### config.mk
export PLATFORM = sky130hd
export DESIGN_NAME = maxmin_meas_sched
export DESIGN_NICKNAME = d
export VERILOG_FILES = /design/src/rtl/maxmin_sched_pkg.sv /design/src/rtl/maxmin_meas_sched_rr_arbiter.sv /design/src/rtl/maxmin_meas_sched.sv
export SDC_FILE = /design/constraint.sdc
export NUM_CORES = 1
export LEC_CHECK = 0
export ABC_AREA = 1
export CORE_UTILIZATION = 30
export DETAILED_ROUTE_END_ITERATION = 8
export SETUP_SLACK_MARGIN = 0.3
export SLEW_MARGIN = 20
export SYNTH_ARGS = -nofsm -noshare
export SYNTH_HDL_FRONTEND = slang
export SYNTH_HIERARCHICAL = 1
export SYNTH_SLANG_ARGS = --single-unit
export TNS_END_PERCENT = 100
### constraint.sdc
create_clock -name clk -period 2.7 [get_ports clk]
set_input_delay 0.81 -clock clk [delete_from_list [all_inputs] [get_ports clk]]
set_output_delay 0.81 -clock clk [all_outputs]
set_load 0.05 [all_outputs]
### src/rtl/maxmin_sched_pkg.sv
// Shared types and constants for the max/min measurement scheduler.
// State encoding is one-hot so illegal states are easy to spot.
package maxmin_sched_pkg;

    typedef enum logic [4:0] {
        ST_IDLE  = 5'b00001,
        ST_ARB   = 5'b00010,
        ST_START = 5'b00100,
        ST_WAIT  = 5'b01000,
        ST_DONE  = 5'b10000
    } state_t;

    localparam logic [23:0] TIMEOUT_DEFAULT = 24'd4000;

    function automatic int ch_w(input int nch);
        if (nch <= 1) begin
            return 1;
        end else begin
            return $clog2(nch);
        end
    endfunction

endpackage

### src/rtl/maxmin_meas_sched_rr_arbiter.sv
// Combinational round-robin pick: first pending channel at or after ptr,
// wrapping from NCH-1 back to 0.
module rr_arbiter #(
    parameter int NCH  = 4,
    parameter int CH_W = 2
) (
    input  logic [NCH-1:0]  pending,
    input  logic [CH_W-1:0] ptr,
    output logic [NCH-1:0]  gnt,
    output logic [CH_W-1:0] idx,
    output logic            any
);

    logic [2*NCH-1:0] dbl_s;
    int               off_s;
    int               sum_s;

    // Rotate the request vector so ptr sits at bit 0, then take the lowest set bit.
    always_comb begin
        dbl_s = {pending, pending} >> ptr;
        off_s = 0;
        for (int k = NCH - 1; k >= 0; k--) begin
            off_s = dbl_s[k] ? k : off_s;
        end
        sum_s = int'(ptr) + off_s;
        sum_s = (sum_s >= NCH) ? (sum_s - NCH) : sum_s;
        any   = |pending;
        idx   = CH_W'(sum_s);
        gnt   = any ? (NCH'(1) << idx) : '0;
    end

endmodule

### src/rtl/maxmin_meas_sched.sv
// Round-robin scheduler sharing one max/min-averaging engine among NCH channels:
// latches requests, feeds the granted channel to the engine, returns its results.
module maxmin_meas_sched
    import maxmin_sched_pkg::*;
#(
    parameter int                  NCH         = 4,
    parameter int                  INPUT_WIDTH = 13,
    parameter int                  TO_WIDTH    = 24,
    parameter logic [TO_WIDTH-1:0] TIMEOUT_CYC = TO_WIDTH'(TIMEOUT_DEFAULT)
) (
    input  logic                       clk,
    input  logic                       rst_n,
    input  logic [NCH-1:0]             req,
    input  logic [NCH*INPUT_WIDTH-1:0] ch_dat,
    output logic                       eng_start,
    output logic [INPUT_WIDTH-1:0]     eng_dat,
    input  logic [INPUT_WIDTH-1:0]     eng_max_avg,
    input  logic [INPUT_WIDTH-1:0]     eng_min_avg,
    input  logic                       eng_dready,
    output logic [NCH-1:0]             grant,
    output logic                       busy,
    output logic [NCH-1:0]             pending,
    output logic                       res_valid,
    output logic [$clog2(NCH)-1:0]     res_ch,
    output logic [INPUT_WIDTH-1:0]     res_max,
    output logic [INPUT_WIDTH-1:0]     res_min,
    output logic [INPUT_WIDTH:0]       res_amp,
    output logic                       res_err
);

    localparam int CH_W = ch_w(NCH);
    localparam int IW   = INPUT_WIDTH;

    state_t              state_r, state_s;
    logic [NCH-1:0]      grant_r, pending_r, rereq_r;
    logic [CH_W-1:0]     sel_r, ptr_r;
    logic [TO_WIDTH-1:0] cnt_r;
    logic                eng_start_r, busy_r, res_valid_r, res_err_r;
    logic [CH_W-1:0]     res_ch_r;
    logic [IW-1:0]       res_max_r, res_min_r, eng_dat_s;
    logic [IW:0]         res_amp_r, amp_s;

    logic [NCH-1:0]      arb_gnt_s, clr_s, serve_mask_s;
    logic [CH_W-1:0]     arb_idx_s;
    logic                arb_any_s, dready_hit_s, timeout_s, finish_s, track_s;

    rr_arbiter #(.NCH(NCH), .CH_W(CH_W)) u_arb (
        .pending (pending_r),
        .ptr     (ptr_r),
        .gnt     (arb_gnt_s),
        .idx     (arb_idx_s),
        .any     (arb_any_s)
    );

    // A dready in the timeout cycle still counts as a good result.
    assign dready_hit_s = (state_r == ST_WAIT) && eng_dready;
    assign timeout_s    = (state_r == ST_WAIT) && !eng_dready &&
                          (cnt_r == (TIMEOUT_CYC - TO_WIDTH'(1)));
    assign finish_s     = dready_hit_s || timeout_s;
    assign clr_s        = finish_s ? grant_r : '0;
    assign serve_mask_s = (state_r == ST_ARB) ? arb_gnt_s : grant_r;
    assign track_s      = (state_r == ST_ARB) || (state_r == ST_START) || (state_r == ST_WAIT);
    assign amp_s        = {eng_max_avg[IW-1], eng_max_avg} - {eng_min_avg[IW-1], eng_min_avg};

    // State register.
    always_ff @(posedge clk or negedge rst_n) begin
        if (!rst_n) begin
            state_r <= ST_IDLE;
        end else begin
            state_r <= state_s;
        end
    end

    // Next-state logic.
    always_comb begin
        state_s = state_r;
        case (state_r)
            ST_IDLE:  state_s = arb_any_s ? ST_ARB : ST_IDLE;
            ST_ARB:   state_s = ST_START;
            ST_START: state_s = ST_WAIT;
            ST_WAIT:  state_s = finish_s ? ST_DONE : ST_WAIT;
            ST_DONE:  state_s = ST_IDLE;
            default:  state_s = ST_IDLE;
        endcase
    end

    // Grant, selected index and rotating priority pointer.
    always_ff @(posedge clk or negedge rst_n) begin
        if (!rst_n) begin
            grant_r <= '0;
            sel_r   <= '0;
            ptr_r   <= '0;
        end else if (state_r == ST_ARB) begin
            grant_r <= arb_gnt_s;
            sel_r   <= arb_idx_s;
            ptr_r   <= (arb_idx_s == CH_W'(NCH - 1)) ? '0 : (arb_idx_s + CH_W'(1));
        end else if (state_r == ST_DONE) begin
            grant_r <= '0;
        end else begin
            grant_r <= grant_r;
        end
    end

    // Engine start pulse, busy flag and WAIT cycle counter.
    always_ff @(posedge clk or negedge rst_n) begin
        if (!rst_n) begin
            eng_start_r <= 1'b0;
            busy_r      <= 1'b0;
            cnt_r       <= '0;
        end else begin
            eng_start_r <= (state_r == ST_ARB);
            busy_r      <= (state_s != ST_IDLE);
            cnt_r       <= (state_r == ST_WAIT) ? (cnt_r + TO_WIDTH'(1)) : '0;
        end
    end

    // Request latch; a re-request of the channel in service survives its own clear.
    always_ff @(posedge clk or negedge rst_n) begin
        if (!rst_n) begin
            pending_r <= '0;
            rereq_r   <= '0;
        end else begin
            pending_r <= (pending_r & ~clr_s) | req | (rereq_r & clr_s);
            if (finish_s) begin
                rereq_r <= '0;
            end else if (track_s) begin
                rereq_r <= rereq_r | (req & serve_mask_s);
            end else begin
                rereq_r <= rereq_r;
            end
        end
    end

    // Result capture; values hold until the next completion.
    always_ff @(posedge clk or negedge rst_n) begin
        if (!rst_n) begin
            res_valid_r <= 1'b0;
            res_err_r   <= 1'b0;
            res_ch_r    <= '0;
            res_max_r   <= '0;
            res_min_r   <= '0;
            res_amp_r   <= '0;
        end else if (finish_s) begin
            res_valid_r <= 1'b1;
            res_err_r   <= timeout_s;
            res_ch_r    <= sel_r;
            res_max_r   <= dready_hit_s ? eng_max_avg : '0;
            res_min_r   <= dready_hit_s ? eng_min_avg : '0;
            res_amp_r   <= dready_hit_s ? amp_s : '0;
        end else begin
            res_valid_r <= 1'b0;
        end
    end

    // Sample mux driven straight from the registered grant.
    always_comb begin
        eng_dat_s = '0;
        for (int i = 0; i < NCH; i++) begin
            eng_dat_s = grant_r[i] ? ch_dat[i*IW +: IW] : eng_dat_s;
        end
    end

    assign eng_start = eng_start_r;
    assign eng_dat   = eng_dat_s;
    assign grant     = grant_r;
    assign busy      = busy_r;
    assign pending   = pending_r;
    assign res_valid = res_valid_r;
    assign res_ch    = res_ch_r;
    assign res_max   = res_max_r;
    assign res_min   = res_min_r;
    assign res_amp   = res_amp_r;
    assign res_err   = res_err_r;

endmodule
==> flow_summary.ini <==
[pwr]
irDropWorstVdd_mv = 0.675
power_leakage_uw = 0.00395
powerDensity_nw_per_um2 = 1100
power.total_uw = 8850

[routing]
drtIter0Drc = 276
drc = 0
drt-pass1-iter-count = 4
via_per_inst = 4.68
vias = 5313
wl_per_cell_um = 14.2
drt-total-wl_mm = 16.1
detail-route-antenna-nets = 0

[worst_setup_path]
start_kind = register
slowest_delay_ps = 440
r2r_cells = 17
critPathKind = register to primary output
cpMostUsedCell = buf_12
critPathBufInv = 3
crit_fanout = 10
slowest_stage = dfrtp_2
path_cells = buf_6 > buf_12 > a21oi_1 > nand2_2 > o21ai_2 > o21ai_4 > buf_12
crit_arrival_ps = 1630
end_kind = primary output
worst-path-stages = 7
required_ps = 1890
cp_top_family = flip-flops

[synthesis]
netlist_top_cells_area = dfrtp_1, nand2_1, inv_1
yosys.area.top_type = dfrtp_1
synth_area_per_cell_um2 = 7.24
synth_nets = 839
synth_top_area_frac = 0.422
synth.most_common_cell = nand2_1
synth_common_cells = nand2_1, dfrtp_1, inv_1, nor2_1, nand3_1
yosys_warnings = 6
synth.distinct_cells = 38
synthArstFlopShare = 1.00
syn_area_um2 = 5340
ys.flop_type = dfrtp_1
synth_cells = 737
yosysSeqAreaShare = 0.427
synth-seq-cells = 91
synth_edf_count = 0

[cells_and_area]
stdcell_area_um2 = 8060
antenna_cells = 0
area_growth_pct = 50.9
nets = 1007
drive_gt1_frac = 0.181
final_util = 0.464

[place]
placed_area_um2 = 7400
io_buffer_count = 151
routabilityCongestion = 0.842
post-dp-hpwl_mm = 11.9

[sta]
rsz0062_at_grt = yes
maxSlewHeadroom = 0.613
hold_slack_ps = 427
clock-skew-final_ps = 6.22
slew_viol_final = 0
post-route-min-period_ps = 2440
period_share = 0.902
finalSetupViolCount = 0
setup_tns_ps = 0
clock.fmax_mhz = 411
final-hold-violation-count = 0
tightest_slew_ps = 578

[global_routing]
grt_pass1_wl_mm = 25.9
grt_overflow = 0
antenna_found_initial = 0
grt_pass1_vias = 5192
grt_start_max_net_pins = 44
grtUsageTotal = 0.182

[floorplanning]
initial_core_util = 0.308
die_y_um = 135
core_um2 = 17400
ios = 152
fp-row-count = 48
die_area_um2 = 18300
die-width_um = 135

[min_path]
hold_class = input port to async pin

[status]
status = completed

[cts]
cts_tree = built
cts_buffers = 9
h-tree-depth = 3
ctsHoldBuffers = 0
cts_sinks = 91
clk_pin_slew_ps = 60
cts-root-buf = clkbuf_16
clk_latency_ps = 350
cts.path.max_buffers = 2

[job]
cap_violations = 0
==> state kept, by name, indices dropped and copies added (netlist names), 2 cells and up <==
| register | count |
|---|---|
| cnt_r | 24 |
| res_amp | 14 |
| res_max | 13 |
| res_min | 13 |
| state_r | 5 |
| grant | 4 |
| pending | 4 |
| rereq_r | 4 |
| ptr_r | 2 |
| res_ch | 2 |
| sel_r | 2 |
==> worst paths after layout <==
kind	from	end	slack, ps
worst max-delay path	grant[1]	eng_dat[11]	260
worst min-delay path	rst_n	res_min[0]	430
worst max register to register	pending[0]	rereq_r[0]	430
worst min register to register	cnt_r[0]	cnt_r[0]	470
max in group asynchronous	rst_n	res_max[1]	1640
min in group clk	cnt_r[0]	cnt_r[0]	470
==> power by group <==
group / switching, µW / internal (µW) / total [µW]
Sequential: 315 / 1800 / 2110
Clock: 535 / 998 / 1530
Combinational: 3210 / 1990 / 5200
Total: 4060 / 4790 / 8850
==> cells by family after synthesis <==
kind of cell	after synthesis	synth area share
DFF	91	0.427
buffers and inverters	105	0.0832
AOI/OAI and AO/OA	110	0.109
xor gates and xnor gates	8	0.0131
and+or+nand+nor	406	0.327
adders and majority gates	17	0.0413
==> metal layers <==
layer  vias up  track usage  wire (µm)  share of wire
met5         -            0          0              0
met4         0       0.0493        165          0.010
met3        10       0.0632       1510          0.094
met2       163        0.311       7580           0.47
met1      2443        0.215       6810           0.42
li1       2697            -          -              -
==> timing repair <==
item	4_1_cts	5_1_grt
resized for setup	101	36
cloned	1	0
pin swaps	40	22
buffers inserted	10	2
setup endpoints to repair	20	32
==> final cells by class <==
class,instances,area (µm²)
clock buffers,11,233
clock inverters,5,125
fillers,1752,9300
inverters,84,323
multi-input cells,541,2920
flip-flops and latches,91,2290
well taps,225,282
repair buffers,178,1890
==> layout by cell type, fill, tap and decap left out, types with 9 or more instances in the layout <==
cell / synthesis / final
o21ai_4: 0 / 10
dlygate4sd2_1: 0 / 45
nand2_2: 14 / 39
clkbuf_16: 0 / 9
dlymetal6s2s_1: 0 / 11
nand3_1: 53 / 52
dfrtp_1: 90 / 83
nor3_1: 12 / 12
buf_12: 0 / 18
o21ai_1: 16 / 16
clkdlybuf4s50_1: 0 / 80
inv_1: 77 / 74
buf_4: 0 / 21
nand2_1: 243 / 216
a21oi_1: 39 / 31
o21ai_0: 41 / 15
ha_1: 16 / 15
nor2_1: 63 / 62
o21ai_2: 0 / 16
==> per-stage QoR <==
| step | instances | worst slack [ps] |
|---|---|---|
| detailed placement | 1106 | -44.6 |
| finish | 1135 | 265 |
| CTS | 1133 | 187 |
| global route | 1135 | 212 |
| floorplan | 737 | 293 |
| global placement | 1106 | -18.6 |
(Power assumes the default switching activity.)
